`config.mk`:
```
export PLATFORM = sky130hd
export DESIGN_NAME = pipe_debug_ctrl
export DESIGN_NICKNAME = d
export VERILOG_FILES = /design/src/rtl/pipe_debug_ctrl.sv
export SDC_FILE = /design/constraint.sdc
export NUM_CORES = 2
export LEC_CHECK = 0
export BUFFER_PORTS_ARGS = -buffer_cell sky130_fd_sc_hd__buf_4
export CORE_AREA = 3 3 570 572
export CTS_CLUSTER_DIAMETER = 120
export CTS_CLUSTER_SIZE = 30
export DETAILED_ROUTE_END_ITERATION = 10
export DIE_AREA = 0 0 573 575
export PLACE_DENSITY = 0.42
export SLEW_MARGIN = 20
export SYNTH_ARGS = -nofsm -noshare
export SYNTH_HDL_FRONTEND = slang
export SYNTH_SLANG_ARGS = --single-unit
```
`constraint.sdc`:
```
create_clock -name top_clk -period 2.4 [get_ports top_clk]
set_input_delay 0 -clock top_clk [delete_from_list [all_inputs] [get_ports top_clk]]
set_output_delay 0 -clock top_clk [all_outputs]
set_load 0.02 [all_outputs]
```
`src/rtl/pipe_debug_ctrl.sv`:
```
// rtl/pipe_debug_ctrl.sv - UART-driven debug controller for the pipelined processor
//
// Decodes single-byte host commands and drives the pipeline's gated clock and
// reset. It runs the pipeline in step or free-run mode. After a halt it streams
// a DATA_BYTES-long snapshot back through the UART transmitter, LSB byte first.
// Optional PC breakpoint support is compiled in when DEBUG_BREAKPOINT_EN is defined.
//
// Ports:
//   top_clk, top_rst   : clock, synchronous active-high reset
//   rx_done_tick/rx_bus: received host byte strobe and data
//   tx_done_tick       : transmitter finished the current byte
//   instruccion        : fetched instruction (zero-streak halt detection)
//   pc                 : fetch PC (breakpoint compare; unused without the feature)
//   send_data          : snapshot bus, 8*DATA_BYTES bits
//   clk_pipe, rst_pipe : pipeline clock and reset
//   tx_start, tx_bus   : transmit strobe and byte (buffer[7:0])
//   busy               : controller is not in IDLE
module pipe_debug_ctrl #(
  parameter int DATA_BYTES    = 172,
  parameter int INSTR_W       = 32,
  parameter int PC_W          = 32,
  parameter int HALT_ZERO_CNT = 5,
  parameter int RST_CYCLES    = 1
) (
  input  logic                    top_clk,
  input  logic                    top_rst,
  input  logic                    rx_done_tick,
  input  logic [7:0]              rx_bus,
  input  logic                    tx_done_tick,
  input  logic [INSTR_W-1:0]      instruccion,
  input  logic [PC_W-1:0]         pc,
  input  logic [8*DATA_BYTES-1:0] send_data,
  output logic                    clk_pipe,
  output logic                    rst_pipe,
  output logic                    tx_start,
  output logic [7:0]              tx_bus,
  output logic                    busy
);

  localparam int REM_W = $clog2(DATA_BYTES + 1);
  localparam int ZC_W  = $clog2(HALT_ZERO_CNT + 1);
  localparam int RC_W  = $clog2(RST_CYCLES + 1);

  localparam logic [3:0] S_IDLE       = 4'd0;
  localparam logic [3:0] S_STEP_HI    = 4'd1;
  localparam logic [3:0] S_STEP_LO    = 4'd2;
  localparam logic [3:0] S_RUN_CHK    = 4'd3;
  localparam logic [3:0] S_RUN_HI     = 4'd4;
  localparam logic [3:0] S_RUN_LO     = 4'd5;
  localparam logic [3:0] S_RESET      = 4'd6;
  localparam logic [3:0] S_BP_LOAD    = 4'd7;
  localparam logic [3:0] S_CAPTURE    = 4'd8;
  localparam logic [3:0] S_SEND_START = 4'd9;
  localparam logic [3:0] S_SEND_WAIT  = 4'd10;

  localparam logic [7:0] CMD_STEP  = 8'h73;  // 's'
  localparam logic [7:0] CMD_CONT  = 8'h63;  // 'c'
  localparam logic [7:0] CMD_RST   = 8'h72;  // 'r'
  localparam logic [7:0] CMD_DUMP  = 8'h64;  // 'd'
  localparam logic [7:0] CMD_HALT  = 8'h68;  // 'h'
`ifdef DEBUG_BREAKPOINT_EN
  localparam logic [7:0] CMD_BP    = 8'h62;  // 'b'
  localparam logic [7:0] CMD_CLRBP = 8'h78;  // 'x'
  localparam int BP_BYTES = PC_W / 8;
  localparam int BPC_W    = $clog2(BP_BYTES + 1);
`endif

  logic [3:0]              state;
  logic [8*DATA_BYTES-1:0] buffer;
  logic [REM_W-1:0]        remaining;
  logic [ZC_W-1:0]         zero_cnt;
  logic [ZC_W-1:0]         nz;
  logic [RC_W-1:0]         rst_cnt;
  logic                    host_halt;
  logic                    bp_hit;

`ifdef DEBUG_BREAKPOINT_EN
  logic [PC_W-1:0]  bp_addr;
  logic [PC_W-1:0]  rx_ext;
  logic             bp_valid;
  logic             first_chk;  // suppresses a hit on the first check so a run can leave a breakpoint
  logic [BPC_W-1:0] bp_cnt;

  assign rx_ext = PC_W'(rx_bus);
  assign bp_hit = bp_valid && !first_chk && (pc == bp_addr);
`else
  logic unused_pc;
  assign unused_pc = ^pc;
  assign bp_hit    = 1'b0;
`endif

  assign host_halt = rx_done_tick && (rx_bus == CMD_HALT);
  assign tx_bus    = buffer[7:0];
  assign busy      = (state != S_IDLE);

  // Next zero-streak length, evaluated against the instruction fetched now.
  always_comb begin
    nz = '0;
    if (instruccion == '0) nz = zero_cnt + ZC_W'(1);
  end

  always_ff @(posedge top_clk) begin
    if (top_rst) begin
      state     <= S_IDLE;
      clk_pipe  <= 1'b0;
      rst_pipe  <= 1'b0;
      tx_start  <= 1'b0;
      buffer    <= '0;
      remaining <= '0;
      zero_cnt  <= '0;
      rst_cnt   <= '0;
`ifdef DEBUG_BREAKPOINT_EN
      bp_addr   <= '0;
      bp_valid  <= 1'b0;
      first_chk <= 1'b0;
      bp_cnt    <= '0;
`endif
    end else begin
      tx_start <= 1'b0;
      case (state)
        S_IDLE: begin
          if (rx_done_tick) begin
            case (rx_bus)
              CMD_STEP: begin
                clk_pipe <= 1'b1;
                state    <= S_STEP_HI;
              end
              CMD_CONT: begin
                zero_cnt <= '0;
                state    <= S_RUN_CHK;
`ifdef DEBUG_BREAKPOINT_EN
                first_chk <= 1'b1;
`endif
              end
              CMD_RST: begin
                rst_pipe <= 1'b1;
                rst_cnt  <= RC_W'(RST_CYCLES);
                state    <= S_RESET;
              end
              CMD_DUMP: state <= S_CAPTURE;
`ifdef DEBUG_BREAKPOINT_EN
              CMD_BP: begin
                bp_cnt <= '0;
                state  <= S_BP_LOAD;
              end
              CMD_CLRBP: bp_valid <= 1'b0;
`endif
              default: ;
            endcase
          end
        end
        S_STEP_HI: begin
          clk_pipe <= 1'b0;
          state    <= S_STEP_LO;
        end
        S_STEP_LO: state <= S_CAPTURE;
        // Halt decision happens before the pulse, so a breakpoint instruction
        // is fetched but never clocked through.
        S_RUN_CHK: begin
          zero_cnt <= nz;
`ifdef DEBUG_BREAKPOINT_EN
          first_chk <= 1'b0;
`endif
          if ((nz == ZC_W'(HALT_ZERO_CNT)) || bp_hit || host_halt) begin
            state <= S_CAPTURE;
          end else begin
            clk_pipe <= 1'b1;
            state    <= S_RUN_HI;
          end
        end
        S_RUN_HI: begin
          clk_pipe <= 1'b0;
          state    <= host_halt ? S_CAPTURE : S_RUN_LO;
        end
        S_RUN_LO: state <= host_halt ? S_CAPTURE : S_RUN_CHK;
        S_RESET: begin
          rst_cnt <= rst_cnt - RC_W'(1);
          if (rst_cnt == RC_W'(1)) begin
            rst_pipe <= 1'b0;
            state    <= S_IDLE;
          end
        end
        S_BP_LOAD: begin
`ifdef DEBUG_BREAKPOINT_EN
          // Bytes arrive LSB first: shift each new byte in from the top.
          if (rx_done_tick) begin
            bp_addr <= (bp_addr >> 8) | (rx_ext << (PC_W - 8));
            if (bp_cnt == BPC_W'(BP_BYTES - 1)) begin
              bp_valid <= 1'b1;
              state    <= S_IDLE;
            end else begin
              bp_cnt <= bp_cnt + BPC_W'(1);
            end
          end
`else
          state <= S_IDLE;
`endif
        end
        S_CAPTURE: begin
          buffer    <= send_data;
          remaining <= REM_W'(DATA_BYTES);
          tx_start  <= 1'b1;
          state     <= S_SEND_START;
        end
        // tx_done_tick is ignored here, so a tick coincident with tx_start never counts.
        S_SEND_START: state <= S_SEND_WAIT;
        S_SEND_WAIT: begin
          if (tx_done_tick) begin
            if (remaining == REM_W'(1)) begin
              state <= S_IDLE;
            end else begin
              remaining <= remaining - REM_W'(1);
              buffer    <= buffer >> 8;
              tx_start  <= 1'b1;
              state     <= S_SEND_START;
            end
          end
        end
        default: begin
          state    <= S_IDLE;
          clk_pipe <= 1'b0;
          rst_pipe <= 1'b0;
        end
      endcase
    end
  end

endmodule

```
==> impl_metrics.ini <==
[outcome]
status = complete, but fails checks
violations = setup timing

[floorplanning]
die_area_mm2 = 0.329
initial_core_util_pct = 18.6
io_pins = 1464
rows = 208
die_w_um = 573
die_h_um = 575
core_mm2 = 0.321

[flow_run]
cap_violations = 0

[logic_synthesis]
syn_avg_cell_area_um2 = 7.63
ys_ff_latch = 1395
syn_inst = 7813
ys_types = 50
syn_nets = 9268
synth.yosys.warnings = 0
synth_top_flop_cell = dfxtp_1
netlist_area_mm2 = 0.0596
synthArstFlopShare_pct = 0
synth_edf_count = 0
ys_seq_area_share_pct = 46.8

[routing]
num_vias = 70600
met2_length_um = 145000
drc_errors = 0
via_per_inst = 4.56
drt_first_pass_iters = 7
drt_iter0_drc = 5180
ant_nets = 0
routed.top_layer = met5
wire_per_inst_um = 19.5
wl_met1_um = 132000
routed_wl_um = 302000
dr_wl_met3_um = 14700

[timing]
setup_viol = 1
skew_ps = 63.6
worst_slack_ps = -65.6
min_period_ps = 2470
period_share_pct = 103
final_hold_viol_count = 0
maxSlewViolCount = 0
fmax_mhz = 406
relSlewSlack_pct = 35.9
rsz0062_at_grt = yes
fin_setup_tns_ps = -65.6
tightest_slew_ps = 961

[worst_setup_path]
required_ps = 3100
path_class = input pin to flip-flop
crit_fanout = 4
worst_setup_path_end_kind = flip-flop
arrival_ps = 3170
r2r_end = buffer[723]
reg2reg_slack_ps = 20
r2r_cells = 7
cp-start-kind = input pin
reg2reg_from = remaining[3]

[cells_and_area]
fin_area_mm2 = 0.102
final_nets = 12600
area.growth.synth_to_final_pct = 71.7
final_util_pct = 31.9
final_cell_mix = nand2_1 (2739), dlygate4sd3_1 (2259), buf_4 (1614), dfxtp_1 (1392), nor2_1 (1374)
drive_above_1_share_pct = 18.0
fill_cells = 33400
instances_no_fill = 15500
layout_commonest_cell = nand2_1

[power_and_ir_drop]
peakVddDrop_mv = 0.495
finalPower_mw = 43.4
powerDensity_mw_per_mm2 = 424
p_leak_nw = 38.1

[clock_tree]
h-tree-depth = 2
clockRootBuffer = clkbuf_16
cts_made_buffers = 59
clock_latency_ps = 780
clk_path_buf_depth = 3
cts_tree = yes
clkTransAtPathRegs_ps = 120
clock-sinks = 1395

[min_path]
min_path_cells = 4
whs_endpoint = buffer[758]
hold_path.class = input pin to flip-flop
min_from = send_data[758]

[grt]
grt_pass1_vias = 71000
overflow = 0
grt_antenna_before_repair = 56
grt_usage_pct = 17.1
grt_max_degree = 112
grt_pass1_wl_um = 444000

[placement]
placed_area_mm2 = 0.0763
dpl.cell_count = 13100
post-dp-hpwl_um = 216000
port_buffers = 1431
place_congestion = 0.862
[repair_timing]
| action | CTS | global route |
|---|---|---|
| hold buffers | 2259 | 0 |
| gates resized for setup | 10 | 193 |
| cloned | 0 | 15 |
| setup buffers | 0 | 5 |
| pin swaps | 0 | 3 |
| setup endpoints to repair | 24 | 657 |
| endpoints found under the hold margin | 1395 | 0 |
[Yosys cell counts (4+ instances only)]
library cell | n | share of area [%]
buf_1 | 15 | 0.094
nor3_1 | 10 | 0.084
clkbuf_1 | 517 | 3.3
or4_1 | 4 | 0.050
dfxtp_1 | 1395 | 47
buf_4 | 22 | 0.28
a21oi_1 | 13 | 0.11
nor2_1 | 1395 | 8.8
nand3_1 | 6 | 0.050
nand2_1 | 2743 | 17
nor4_1 | 14 | 0.15
inv_1 | 6 | 0.038
a22oi_1 | 10 | 0.13
buf_2 | 227 | 1.9
a311oi_1 | 1370 | 20
o21ai_0 | 6 | 0.050
xnor2_1 | 5 | 0.073
[metrics by stage]
| step | hold WS (ps) | setup WS, ps |
|---|---|---|
| 2_1_floorplan | 161 | 269 |
| 3_3_place_gp | 253 | -31.6 |
| 3_5_place_dp | 262 | -66.1 |
| 4_1_cts | 0.0703 | 3.92 |
| 5_1_grt | 26.8 | -87.2 |
| 6_report | 102 | -65.6 |
[report_power, final]
part | total (mW) | switching [mW] | leakage (nW) | internal [mW]
logic | 6.71 | 2.51 | 26.0 | 4.19
clock network | 13.6 | 8.56 | 0.890 | 4.99
registers | 23.1 | 0.00104 | 11.2 | 23.1
[critical path, stage by stage]
cell and delay, ps:
dlygate4sd3_1 560, buf_4 150, nor2_1 90, dlygate4sd3_1 630, and3_1 230, dlygate4sd3_1 620
a21oi_1 80, a211oi_1 220, dlygate4sd3_1 580
[worst max path at each step]
stage	startpoint	to	slack (ps)	depth (start not counted)
2_1_floorplan	state[2]	state[1]	270	7
3_3_place_gp	state[3]	buffer[533]	-30	7
3_5_place_dp	state[3]	buffer[533]	-70	7
4_1_cts	state[3]	buffer[642]	4	7
5_1_grt	state[2]	buffer[713]	-90	7
6_report	rx_bus[0]	rst_pipe	-70	9
[sequential cells by signal, indices dropped and copies added (netlist names)]
name / cells
state: 4
rst_cnt: 1
rst_pipe: 1
zero_cnt: 3
clk_pipe: 1
buffer: 1376
tx_start: 1
remaining: 8
[logic make-up after synthesis]
group,synth area share (%)
simple gates,26.7
mux,0.0168
fa+ha+maj,0.0629
xor+xnor,0.0734
compound gates,20.8
flops,46.8
buf+inv,5.57
[layer usage]
layer  track usage [%]  vias to the layer above
li1                  -                    33800
met1              22.3                    34200
met2              29.4                     2209
met3              2.12                      393
met4              5.38                       38
met5                 0                        -
[cell type report]
class	instances	area, µm²	area share [%]
Clock inverter	22	348	0.340
Inverter	7	26.3	0.0257
Multi-Input combinational cell	5630	29300	28.6
Antenna cell	48	120	0.117
Tap cell	4305	5390	5.26
Sequential cell	1395	27900	27.3
Timing Repair Buffer	4023	37800	36.9
Clock buffer	62	1510	1.47
(Power assumes the default switching activity.)
